`src/rtl/pwm_pkg.sv`:
```
// pwm_pkg
// Shared types and default sizing for the sample table writer.
//   state_t     : writer FSM state encoding (IDLE, LOAD, DONE)
//   COUNT_WIDTH : default write-address width
//   MAX_VALUE   : default number of table entries
//   DATA_WIDTH  : default sample width
package pwm_pkg;

  typedef enum logic [1:0] {
    IDLE = 2'd0,
    LOAD = 2'd1,
    DONE = 2'd2
  } state_t;

  localparam int COUNT_WIDTH = 7;
  localparam int MAX_VALUE   = 100;
  localparam int DATA_WIDTH  = 8;

endpackage

```
`src/rtl/sample_table_writer.sv`:
```
// sample_table_writer
// Loads a table of max_value samples from a valid/ready stream into a
// simple write-port memory, one write per accepted sample, latency 1.
//
// Optional build macro: SAMPLE_TABLE_CHECKSUM_EN adds a running checksum
// output of all samples written since the last start.
//
// Ports
//   Clk        : clock, all logic on rising edge
//   Rst        : synchronous active-low reset
//   start      : begin (or restart) a table load, level-sampled
//   abort      : cancel a load, return to idle
//   in_valid   : sample stream valid
//   in_data    : sample stream payload
//   in_ready   : sample accepted this cycle when in_valid is also high
//   wr_en      : memory write strobe
//   wr_address : memory write address
//   wr_data    : memory write data
//   busy       : load in progress
//   done       : full table written since last start
//   checksum   : (macro only) sum of samples written, valid with done
//
// state | meaning
// IDLE  | waiting for start, stream ignored
// LOAD  | accepting samples, writing the table
// DONE  | table complete, waiting for reload start
module sample_table_writer
  import pwm_pkg::*;
#(
  parameter int count_width = COUNT_WIDTH,
  parameter int max_value   = MAX_VALUE,
  parameter int data_width  = DATA_WIDTH
) (
  input  logic                   Clk,
  input  logic                   Rst,
  input  logic                   start,
  input  logic                   abort,
  input  logic                   in_valid,
  input  logic [data_width-1:0]  in_data,
  output logic                   in_ready,
  output logic                   wr_en,
  output logic [count_width-1:0] wr_address,
  output logic [data_width-1:0]  wr_data,
  output logic                   busy,
  output logic                   done
`ifdef SAMPLE_TABLE_CHECKSUM_EN
  ,
  output logic [count_width+data_width-1:0] checksum
`endif
);

  localparam logic [count_width-1:0] last_ptr = count_width'(max_value - 1);

  state_t                 state_q, state_d;
  logic [count_width-1:0] ptr_q, ptr_d;
  logic                   accept;
  logic                   at_last;
  logic                   clear;

  always_comb begin
    in_ready = 1'b0;
    accept   = 1'b0;
    at_last  = (ptr_q == last_ptr);
    state_d  = state_q;
    clear    = 1'b0;

    case (state_q)
      IDLE, DONE: begin
        // abort outranks start so a simultaneous pair lands in IDLE
        if (abort) begin
          state_d = IDLE;
          clear   = 1'b1;
        end else if (start) begin
          state_d = LOAD;
          clear   = 1'b1;
        end
      end
      LOAD: begin
        // abort masks in_ready so the colliding sample is never written
        in_ready = !abort;
        accept   = in_valid && !abort;
        if (abort) begin
          state_d = IDLE;
          clear   = 1'b1;
        end else if (accept && at_last) begin
          state_d = DONE;
        end
      end
      default: begin
        state_d = IDLE;
        clear   = 1'b1;
      end
    endcase

    ptr_d = ptr_q;
    if (clear) begin
      ptr_d = '0;
    end else if (accept) begin
      ptr_d = at_last ? '0 : ptr_q + 1'b1;
    end
  end

  assign busy = (state_q == LOAD);
  assign done = (state_q == DONE);

  always_ff @(posedge Clk) begin
    if (!Rst) begin
      state_q    <= IDLE;
      ptr_q      <= '0;
      wr_en      <= 1'b0;
      wr_address <= '0;
      wr_data    <= '0;
    end else begin
      state_q <= state_d;
      ptr_q   <= ptr_d;
      wr_en   <= accept;
      if (accept) begin
        wr_address <= ptr_q;
        wr_data    <= in_data;
      end
    end
  end

`ifdef SAMPLE_TABLE_CHECKSUM_EN
  // Accumulates at acceptance so the final sum lands together with done.
  always_ff @(posedge Clk) begin
    if (!Rst || clear) begin
      checksum <= '0;
    end else if (accept) begin
      checksum <= checksum + (count_width + data_width)'(in_data);
    end
  end
`endif

endmodule

```
`config.mk`:
```
export PLATFORM = sky130hd
export DESIGN_NAME = sample_table_writer
export DESIGN_NICKNAME = d
export VERILOG_FILES = /design/src/rtl/pwm_pkg.sv /design/src/rtl/sample_table_writer.sv
export SDC_FILE = /design/constraint.sdc
export NUM_CORES = 1
export LEC_CHECK = 0
export BUFFER_PORTS_ARGS = -buffer_cell sky130_fd_sc_hd__buf_2
export CELL_PAD_IN_SITES_DETAIL_PLACEMENT = 1
export CELL_PAD_IN_SITES_GLOBAL_PLACEMENT = 1
export CORE_UTILIZATION = 39
export CTS_CLUSTER_DIAMETER = 30
export CTS_CLUSTER_SIZE = 40
export DETAILED_ROUTE_END_ITERATION = 16
export PLACE_DENSITY = 0.9
export SLEW_MARGIN = 10
export SYNTH_ARGS = -nofsm -noshare
export SYNTH_HDL_FRONTEND = slang
export SYNTH_SLANG_ARGS = --single-unit
export TNS_END_PERCENT = 30
```
`constraint.sdc`:
```
create_clock -name Clk -period 4.2 [get_ports Clk]
set_clock_uncertainty 0.05 [all_clocks]
set_input_delay 1.05 -clock Clk [delete_from_list [all_inputs] [get_ports Clk]]
set_output_delay 1.05 -clock Clk [all_outputs]
set_load 0.02 [all_outputs]
```
==> results of run 1 <==
[flip-flops by register name (all words and copies together), names as in the netlist]
register and count:
wr_en 1, wr_data 8, ptr_q 7, state_q 2
wr_address 7
[power by group through the flow]
stage	Clock [mW]	Sequential (mW)	Combinational (mW)
floorplan	0	0.247	0.0108
global placement	0	0.245	0.0228
detailed placement	0	0.245	0.0239
CTS	0.112	0.240	0.0240
global route	0.122	0.241	0.0262
finish	0.109	0.240	0.0237
[cell usage after synthesis, drive strengths merged]
cell / count
a31oi: 1
or4b: 1
a21oi: 5
nor4: 1
nor2b: 2
and4: 1
nand4: 1
nand3: 2
nor4bb: 1
and2b: 2
a211o: 1
dfxtp: 25
ha: 1
o2111ai: 1
nand2: 39
a211oi: 1
nand2b: 1
o21ai: 2
a311o: 1
clkbuf: 3
a21boi: 16
o31ai: 4
and2: 1
or3: 1
or4: 3
nor4b: 1
inv: 4
buf: 3
nand4bb: 1
o22ai: 1
[metrics by stage]
step	util	instance area, um^2
2_1_floorplan	-	1080
3_3_place_gp	0.498	1270
3_5_place_dp	0.498	1270
4_1_cts	0.509	1290
5_1_grt	0.509	1290
6_report	0.509	1290
[layout by cell type, fill, tap and decap left out, types with 2 or more instances in the layout]
master | Yosys | routed
or4_1 | 3 | 3
dfxtp_1 | 25 | 25
and2b_1 | 2 | 2
a21boi_0 | 16 | 16
nand2_1 | 39 | 39
nand3_1 | 2 | 2
o21ai_0 | 2 | 2
inv_1 | 4 | 4
clkbuf_4 | 0 | 3
buf_2 | 3 | 31
o31ai_1 | 4 | 4
nor2b_1 | 2 | 2
a21oi_1 | 5 | 5
[kinds of logic (layout without fill, tap and decap cells)]
group                      count (synthesis)  after routing  synth area share
AOI/OAI and AO/OA                         33             33             0.216
adders and majority gates                  1              1            0.0116
buffers and inverters                     10             40            0.0383
DFF                                       25             25             0.464
and+or+nand+nor                           58             58             0.270
[final cells by class]
type,count,area (um^2),area share
clock buffers,3,22.5,0.0174
clock inverters,1,5.00,0.00386
inverters,4,15.0,0.0116
multi-input cells,92,552,0.426
flip-flops and latches,25,500,0.386
well taps,30,37.5,0.0290
repair buffers,32,163,0.126
[worst max-delay path, delay by kind of cell]
family	cells	cell delay, ps
AND/OR/NAND/NOR	1	100
buffers and inverters	2	290
[worst paths after layout]
path              start         end  slack (ps)  depth (start not counted)
max               abort    in_ready        1650                          3
min          wr_data[1]  wr_data[1]         420                          2
max reg2reg  state_q[1]    ptr_q[3]        2140                          4
min reg2reg  wr_data[1]  wr_data[1]         420                          2
[metal layers]
metal  routed length, um  part of all wire
met2                1350              0.50
met1                1210              0.45
met3                  89             0.033
met5                   0                 0
met4                  23            0.0086
==> reports/results.md, run 1 <==
| Metric | Reported | Unit |
|:---|:---|:---|
| Result of the run | finished, final reports clean | - |
| Largest vdd supply drop | 0.128 | mV |
| ANT cells | 0 | - |
| Highest cell delay on the worst timing path | 160 | ps |
| Total negative slack | 0 | ps |
| Post-CTS setup buffers | 0 | - |
| Fraction of the yosys area taken by sequential cells | 0.464 | - |
| TritonCTS clock tree | yes | - |
| Minimum clock period | 2550 | ps |
| Count of boundary I/O pins | 32 | - |
| Transition time at the pin with the least slew margin | 1030 | ps |
| Placed cell count | 183 | - |
| Remaining Overflow, GRT | 0 | - |
| Chip Width | 54.6 | um |
| Cell at the root of the clock tree | clkbuf_4 | - |
| Die boundary height | 54.6 | um |
| Largest area contributor in the synthesized netlist | dfxtp_1 | - |
| Total of flip-flops plus latches after synthesis | 25 | - |
| H-tree Lvls | 1 | - |
| Combinational fraction of design power | 0.064 | - |
| Fraction of final layout cells sized beyond drive strength 1 | 0.248 | - |
| CP arrival | 1450 | ps |
| Pin count of the biggest net entering global routing | 20 | - |
| Max-Cap Viols | 0 | - |
| Unique masters post-synth | 30 | - |
| Leakage | 0.485 | nW |
| Number of clock sinks | 25 | - |
| Initial detailed-routing violation count | 14 | - |
| Total count of hold-check failures in the final report | 0 | - |
| GP Congestion | 0.754 | - |
| Syn_nets | 141 | - |
| Final Hold Slack | 417 | ps |
| Req. time, crit path | 3100 | ps |
| Power density over the cells | 288 | mW/mm^2 |
| Setup-failing EPs final | 0 | - |
| Worst setup margin | 1650 | ps |
| Power Internal | 0.285 | mW |
| Cell types with the largest area share after synthesis | dfxtp_1, nand2_1, a21boi_0 | - |
| Total of buffers placed on input and output ports | 31 | - |
| Routing usage on met3 | 0.0250 | - |
| Quantity of hold-fixing buffers added after cts | 0 | - |
| DPL Wire Length | 1950 | um |
| 1st-pass router iterations | 4 | - |
| GR peak layer | met2 | - |
| Vias in the first global route | 956 | - |
| Met1 Usage GRT | 0.237 | - |
| Final routed DRC violation total | 0 | - |
| Sequential fraction of design power | 0.644 | - |
| Routed WL | 2670 | um |
| Max Transition Viols Final | 0 | - |
| Cts bufs inserted | 3 | - |
| Antenna-violating nets left | 0 | - |
| Post-synthesis instance area | 0.00108 | mm^2 |
| Area delta synth->final | 20.1 | % |
| Worst Path Max Fanout | 4 | - |
| Clock power share | 0.292 | - |
| Classification of the worst-slack hold path | reg -> reg | - |
| Worst setup SP type | primary input | - |
| Fin cells | 187 | - |
| Highest achievable clock rate | 0.393 | GHz |
| Cell type with the highest occurrence count on the critical path | buf_2 | - |
| Switching component of the power | 0.0875 | mW |
| Std-Cell Core Area | 0.00254 | mm^2 |
| Net Sw Frac | 0.235 | - |
| Sort of element at the end of the critical path | primary output | - |
| Final worst path period share | 0.606 | - |
| Slew headroom | 0.311 | - |
| Sequence of cells on the critical path | buf_2, nor2b_1, buf_2 | - |
| Unrepaired setup endpoints after global routing | false | - |
| Placement Setup Slack | 1310 | ps |
| Average instance area after synthesis | 8.49 | um^2 |
| Slowest stage cell, crit path | buf_2 | - |
| Number of antenna violations at the first check in global routing | 0 | - |
| Number of warnings issued by yosys | 0 | - |
| Number of core rows | 18 | - |
| Via count | 1024 | - |
| Max Buffers Root-to-Sink | 2 | - |
| Clock input transition at the sequential cells of the worst setup and hold paths | 120 | ps |
| Effective utilization at floorplan | 0.424 | - |
| Yosys top cell area share | 0.464 | - |
| Nets | 172 | - |
| Number of instances in the synthesized netlist | 127 | - |
| Met2 track demand over resource in global routing | 0.367 | - |
| Detail-routed via count per cell | 5.48 | - |
| First-pass GRT wire length | 4280 | um |
| Latest clock arrival within the worst-skew pair | 330 | ps |
| Die Area | 0.00298 | mm^2 |
| Sum of internal, switching and leakage power | 0.373 | mW |
| Total GRT Usage | 0.201 | - |
| Filler cell count in the final layout | 323 | - |
| Cells resized by post-CTS repair | 0 | - |
| Worst setup path category | in -> out | - |
| Average wire length per cell after detail routing | 14.3 | um |
Power figures use the tool's default switching activity.
==> inputs of run 2 (changes only) <==
Settings changed: ABC_AREA set to 1, CORE_UTILIZATION 39 to 34, PLACE_DENSITY 0.9 to 0.84.
Clock period 4.2 ns to 2.59 ns, I/O delays scaled along.
==> run 2 against run 1 <==
  * The flow now finishes with violations (DRC)
  * Sequential power is 65% higher
  * Worst setup slack worse by 940 ps
  * Hold slack better by 29 ps
  * Combinational power grew to 2.6 times the previous value
  * Non-clock buffer count is 1 lower
  * Highest routed layer unchanged
==> reports/results.md, run 2 <==
| Metric | Reported | Unit | vs previous |
|:---|:---|:---|:---|
| Result of the run | finished with violations | - |  |
| Violated checks | DRC | - |  |
| Largest register by flop count | wr_data | - |  |
| Routed WL | 2460 | um | -7.7% |
| Minimum clock period | 1870 | ps |  |
| Quantity of hold-fixing buffers added after cts | 0 | - | unchanged |
| Worst setup SP type | register | - |  |
| Via count | 974 | - | -4.9% |
| ANT cells | 0 | - | unchanged |
| Latest clock arrival within the worst-skew pair | 310 | ps | -20 ps |
| H-tree Lvls | 1 | - | unchanged |
| Number of instances in the synthesized netlist | 142 | - | +12% |
| Nets | 188 | - | +9.3% |
| Sum of internal, switching and leakage power | 0.631 | mW | +69% |
| Transition time at the pin with the least slew margin | 496 | ps | -535 ps |
| GP Congestion | 0.757 | - | +0.37% |
| Met2 track demand over resource in global routing | 0.332 | - | -0.0352 |
| Leakage | 0.571 | nW | +18% |
| Remaining Overflow, GRT | 0 | - | unchanged |
| Slew headroom | 0.668 | - | +0.357 |
| Routing usage on met3 | 0.0317 | - | +0.00675 |
| Max reg flops | 8 | - | unchanged |
| Average wire length per cell after detail routing | 12.1 | um | -15% |
| Effective utilization at floorplan | 0.371 | - | -0.0527 |
| Classification of the worst-slack hold path | reg -> reg | - |  |
| Commonest non-fill, non-tap cells in the layout | nor2_1, buf_2, dfxtp_1, nand2_1, o21ai_0 | - |  |
| Vias in the first global route | 1068 | - | +12% |
| Main synth FF type | dfxtp_1 | - |  |
| Final worst path period share | 0.724 | - |  |
| Std-Cell Core Area | 0.00283 | mm^2 | +11% |
| Synth cell count leaders | nor2_1, dfxtp_1, nand2_1 | - |  |
| Highest achievable clock rate | 0.534 | GHz |  |
| CP arrival | 1180 | ps | -270 ps |
| Registers with the highest flip-flop counts | wr_data (8), ptr_q (7), wr_address (7) | - |  |
| Unrepaired setup endpoints after global routing | false | - |  |
| Max-Cap Viols | 0 | - | unchanged |
| Worst setup path category | reg -> out | - |  |
| Die boundary height | 57.6 | um | +5.5% |
| Fraction of the yosys area taken by sequential cells | 0.477 | - | +0.0127 |
| Power density over the cells | 506 | mW/mm^2 | +76% |
| Fraction of final layout cells sized beyond drive strength 1 | 0.277 | - | +0.0290 |
| Syn_nets | 156 | - | +11% |
| Cell at the root of the clock tree | clkbuf_4 | - |  |
| Max Transition Viols Final | 0 | - | unchanged |
| Clock input transition at the sequential cells of the worst setup and hold paths | 140 | ps | +20 ps |
| Yosys top cell area share | 0.477 | - | +0.0127 |
| 1st-pass router iterations | 10 | - | +6 |
| Count of boundary I/O pins | 32 | - | unchanged |
| Post-synth EDFFs | 0 | - | unchanged |
| TritonCTS clock tree | yes | - |  |
| Largest vdd supply drop | 0.156 | mV | +22% |
| Average instance area after synthesis | 7.39 | um^2 | -13% |
| DPL Wire Length | 1930 | um | -1.1% |
| Antenna-violating nets left | 0 | - | unchanged |
| Total GRT Usage | 0.166 | - | -0.0349 |
| Async set or reset register ratio after synthesis | 0 | - | unchanged |
| Req. time, crit path | 1890 | ps | -1210 ps |
| First-pass GRT wire length | 4350 | um | +1.8% |
| Cell count of the worst hold path | 2 | - | unchanged |
| Met1 Usage GRT | 0.173 | - | -0.0643 |
| Filler cell count in the final layout | 381 | - | +18% |
| Cell count of the worst reg-to-reg path | 7 | - | +3 |
| Max Buffers Root-to-Sink | 2 | - | unchanged |
| Initial detailed-routing violation count | 46 | - | +32 |
| Worst Path Max Fanout | 4 | - | unchanged |
| Post-CTS setup buffers | 0 | - | unchanged |
| Setup-failing EPs final | 0 | - | unchanged |
| Number of core rows | 19 | - | +1 |
| Sort of element at the end of the critical path | primary output | - |  |
| Chip Width | 57.6 | um | +5.5% |
| Detail-routed via count per cell | 4.77 | - | -13% |
| Total of flip-flops plus latches after synthesis | 25 | - | unchanged |
| Cell types with the largest area share after synthesis | dfxtp_1, nor2_1, nand2_1 | - |  |
| Most common cell in the synthesized netlist | nor2_1 | - |  |
| Total negative slack | 0 | ps | unchanged |
| Total count of hold-check failures in the final report | 0 | - | unchanged |
| GR peak layer | met2 | - |  |
| Area delta synth->final | 19.0 | % |  |
| Final routed DRC violation total | 5 | - | +5 |
| Largest area contributor in the synthesized netlist | dfxtp_1 | - |  |
| Total of buffers placed on input and output ports | 31 | - | unchanged |
| Number of warnings issued by yosys | 0 | - | unchanged |
| Pin count of the biggest net entering global routing | 24 | - | +20% |
| Number of antenna violations at the first check in global routing | 0 | - | unchanged |
| Cts bufs inserted | 3 | - | unchanged |
| Die Area | 0.00331 | mm^2 | +11% |
| Most common library cell in the layout ignoring fill and taps | nor2_1 | - |  |
| Post-synthesis instance area | 0.00105 | mm^2 | -2.7% |
| Number of clock sinks | 25 | - | unchanged |
| Unique masters post-synth | 20 | - | -33% |
| Cells resized by post-CTS repair | 0 | - | unchanged |
-- run 2: cell types whose count changed after synthesis, moves of 4 or more --
cell,change
nor2_1,+40
nand2_1,-20
a21boi_0,-16
o21ai_0,+11
inv_1,+8
nand2_2,+5
o31ai_1,-4
-- run 2: critical path: stages, from the launching register on --
cell and delay (ps):
dfxtp_1 420, inv_2 60, nor2_4 100, nand2_2 60, inv_1 60, buf_2 150
-- run 2: kinds of logic (layout without fill, tap and decap cells) --
kind of cell | after synthesis | after routing | synth area share
AOI/OAI and AO/OA | 22 | 22 | 0.105
and+or+nand+nor | 74 | 74 | 0.316
DFF | 25 | 25 | 0.477
adders and majority gates | 1 | 1 | 0.0119
buffers and inverters | 18 | 49 | 0.0739
xor gates and xnor gates | 2 | 2 | 0.0167
-- run 2: worst paths after layout --
check,slack [ps],startpoint,to
worst min register to register,450,wr_data[6],wr_data[6]
worst min-delay path,450,wr_data[6],wr_data[6]
worst max register to register,1060,state_q[1],ptr_q[3]
worst max-delay path,720,state_q[0],in_ready
-- run 2: area by class of cell --
cell class / instances / area (um^2) / share of cell area
Sequential cell: 25 / 500 / 0.401
Multi-Input combinational cell: 99 / 472 / 0.378
Timing Repair Buffer: 31 / 155 / 0.124
Inverter: 14 / 52.6 / 0.0421
Tap cell: 31 / 38.8 / 0.0311
Clock buffer: 3 / 22.5 / 0.0180
Clock inverter: 1 / 7.51 / 0.00601
-- run 2: metal layers --
layer | vias up | part of all wire | routed length (um)
li1 | 506 | - | -
met1 | 443 | 0.42 | 1050
met2 | 23 | 0.52 | 1270
met3 | 2 | 0.052 | 127
met4 | 0 | 0.0049 | 12
met5 | - | 0 | 0
-- run 2: where the power goes --
group / leakage, nW / internal (mW) / switching (mW)
Combinational: 0.355 / 0.0220 / 0.0399
Clock: 0.0139 / 0.0588 / 0.115
Sequential: 0.202 / 0.392 / 0.00385
-- run 2: stage by stage --
step           setup WS, ps  area [um^2]  hold slack, ps  utilization  cells
6_report                716         1250             446        0.441    204
5_1_grt                 613         1250             480        0.441    204
4_1_cts                 699         1250             450        0.441    204
3_5_place_dp            636         1220             408        0.431    200
2_1_floorplan           966         1050             415            -    142
3_3_place_gp            747         1220             410        0.431    200
==> inputs of run 3 (changes only) <==
Settings changed: CORE_UTILIZATION 34 to 31, PLACE_DENSITY 0.84 to 0.81.
Clock period 2.59 ns to 1.55 ns, I/O delays scaled along.
==> run 3 against run 2 <==
  * The flow now finishes without violations
  * Clock power is 62% higher
  * Core utilization is 2.6 points lower
  * Hold slack worse by 190 ps
  * Combinational power is 84% higher
  * Cell count is 8.3% higher
  * Via count is 2.6% higher
  * Sequential power is 67% higher
  * First-iteration DRC count is 52% lower
  * Global-route usage is 0.85 points lower
  * Register-to-register slack worse by 860 ps
  * Design area is 4.1% higher
  * Critical endpoint unchanged
==> reports/results.md, run 3 (synthesis gave the netlist of run 2 again) <==
| Metric | Reported | Unit | vs previous |
|:---|:---|:---|:---|
| Remaining Overflow, GRT | 0 | - | unchanged |
| 1st-pass router iterations | 4 | - | -6 |
| ANT cells | 0 | - | unchanged |
| Total of buffers placed on input and output ports | 31 | - | unchanged |
| Cts bufs inserted | 3 | - | unchanged |
| Most common library cell in the layout ignoring fill and taps | nor2_1 | - |  |
| Result of the run | finished, final reports clean | - |  |
| First-pass GRT wire length | 4200 | um | -3.6% |
| Detail-routed via count per cell | 4.52 | - | -5.3% |
| DPL Wire Length | 1950 | um | +1.1% |
| Classification of the worst-slack hold path | in -> reg | - |  |
| Average wire length per cell after detail routing | 11.7 | um | -3.3% |
| Sum of internal, switching and leakage power | 1.06 | mW | +67% |
| Final routed DRC violation total | 0 | - | -5 |
| Area used by sequential logic in the layout | 503 | um^2 | +0.50% |
| Vias in the first global route | 995 | - | -6.8% |
| Die boundary height | 60.2 | um | +4.6% |
| Power density over the cells | 812 | mW/mm^2 | +61% |
| GP Congestion | 0.711 | - | -6.0% |
| Total GRT Usage | 0.157 | - | -0.00849 |
| Largest vdd supply drop | 0.244 | mV | +56% |
| Placed instance area | 0.00125 | mm^2 | +2.6% |
| Largest register by flop count | wr_data | - |  |
| Reg-to-reg setup timing slack | 200 | ps | -860 ps |
| Count of boundary I/O pins | 32 | - | unchanged |
| Slew headroom | 0.797 | - | +0.129 |
| Routed WL | 2580 | um | +4.8% |
| Total count of hold-check failures in the final report | 0 | - | unchanged |
| Final design instance area without fill | 0.00130 | mm^2 | +4.1% |
| Number of clock sinks | 25 | - | unchanged |
| Max-Cap Viols | 0 | - | unchanged |
| Setup-failing EPs final | 0 | - | unchanged |
| Max reg flops | 8 | - | unchanged |
| Cell type with the highest occurrence count on the critical path | inv_2 | - |  |
| Placed cell count | 215 | - | +7.5% |
| Std-Cell Core Area | 0.00313 | mm^2 | +11% |
| Effective utilization at floorplan | 0.336 | - | -0.0355 |
| Unrepaired setup endpoints after global routing | true | - |  |
| Cell count of the worst hold path | 3 | - | +1 |
| Fin cells | 221 | - | +8.3% |
| Worst setup path category | reg -> out | - |  |
| Cell count of the worst reg-to-reg path | 8 | - | +1 |
| Fraction of final layout cells sized beyond drive strength 1 | 0.305 | - | +0.0276 |
| CP arrival | 1060 | ps | -120 ps |
| Initial detailed-routing violation count | 22 | - | -52% |
| Filler cell count in the final layout | 427 | - | +12% |
| Via count | 999 | - | +2.6% |
| Worst setup SP type | register | - |  |
| Final worst path period share | 0.966 | - |  |
| Footprint of the multi-input gates | 472 | um^2 | unchanged |
| TritonCTS clock tree | yes | - |  |
| Number of antenna violations at the first check in global routing | 0 | - | unchanged |
| Antenna-violating nets left | 0 | - | unchanged |
| Chip Width | 60.2 | um | +4.6% |
| Clock input transition at the sequential cells of the worst setup and hold paths | 130 | ps | about the same |
| Cell at the root of the clock tree | clkbuf_4 | - |  |
| Area delta synth->final | 23.8 | % |  |
| Max Transition Viols Final | 0 | - | unchanged |
| Number of core rows | 20 | - | +1 |
| Sort of element at the end of the critical path | primary output | - |  |
| Nets | 192 | - | +2.1% |
| H-tree Lvls | 1 | - | unchanged |
| Slowest stage cell, crit path | dfxtp_2 | - |  |
| Max Buffers Root-to-Sink | 2 | - | unchanged |
| Minimum clock period | 1500 | ps |  |
| Sequence of cells on the critical path | inv_2, nor2_4, nand2_2, inv_2, buf_6 | - |  |
| Die Area | 0.00362 | mm^2 | +9.3% |
| Latest clock arrival within the worst-skew pair | 310 | ps | about the same |
| Highest achievable clock rate | 0.668 | GHz |  |
| Worst Path Max Fanout | 3 | - | -1 |
| Pin count of the biggest net entering global routing | 18 | - | -25% |
| Registers with the highest flip-flop counts | wr_data (8), ptr_q (7), wr_address (7) | - |  |
| Highest cell delay on the worst timing path | 360 | ps | -60 ps |
| Transition time at the pin with the least slew margin | 303 | ps | -193 ps |
| Req. time, crit path | 1110 | ps | -780 ps |
| Leakage | 0.592 | nW | +3.7% |
| Commonest non-fill, non-tap cells in the layout | nor2_1, buf_2, dfxtp_1, nand2_1, o21ai_0 | - |  |
## run 3: power by group
group	switching, mW	leakage, nW	internal, mW
Combinational	0.0700	0.374	0.0437
Sequential	0.00561	0.203	0.654
Clock	0.182	0.0150	0.100
Total	0.258	0.592	0.798
## run 3: through the flow
stage,setup slack [ps],hold slack [ps],setup TNS (ps),utilization
6_report,53.4,257,0,0.416
4_1_cts,4.97,248,0,0.413
3_3_place_gp,140,409,0,0.400
3_5_place_dp,26.6,426,0,0.400
5_1_grt,-21.2,257,-21.2,0.416
2_1_floorplan,294,415,0,-
## run 3: what timing repair did
action	CTS	global route
gates cloned	0	0
setup endpoints to repair	1	1
pin swaps	1	1
setup buffers	1	1
gates resized for setup	5	0
hold endpoints to repair	0	0
hold buffers	0	0
## run 3: final timing paths
kind | start | to
setup reg to reg | ptr_q[1] | ptr_q[2]
hold reg to reg | wr_data[7] | wr_data[7]
setup / recovery | state_q[0] | in_ready
hold / removal | in_data[7] | wr_data[7]
## run 3: critical path: cells and delay by family, from the launching register on
| family | cells | cell delay (ps) |
|---|---|---|
| and+or+nand+nor | 2 | 180 |
| buffers and inverters | 3 | 220 |
| DFF | 1 | 360 |
## run 3: layout make-up
cell class,count,area share
Inverter,14,0.0404
Timing Repair Buffer,35,0.147
Multi-Input combinational cell,99,0.363
Sequential cell,25,0.387
Tap cell,44,0.0423
Clock buffer,4,0.0202
## run 3: per-layer routing
metal  part of all wire  track usage  up-vias
met1               0.42        0.169      464
met5                  0            0        -
li1                   -            -      513
met3              0.038       0.0216        2
met4             0.0078       0.0698        0
met2               0.53        0.298       20
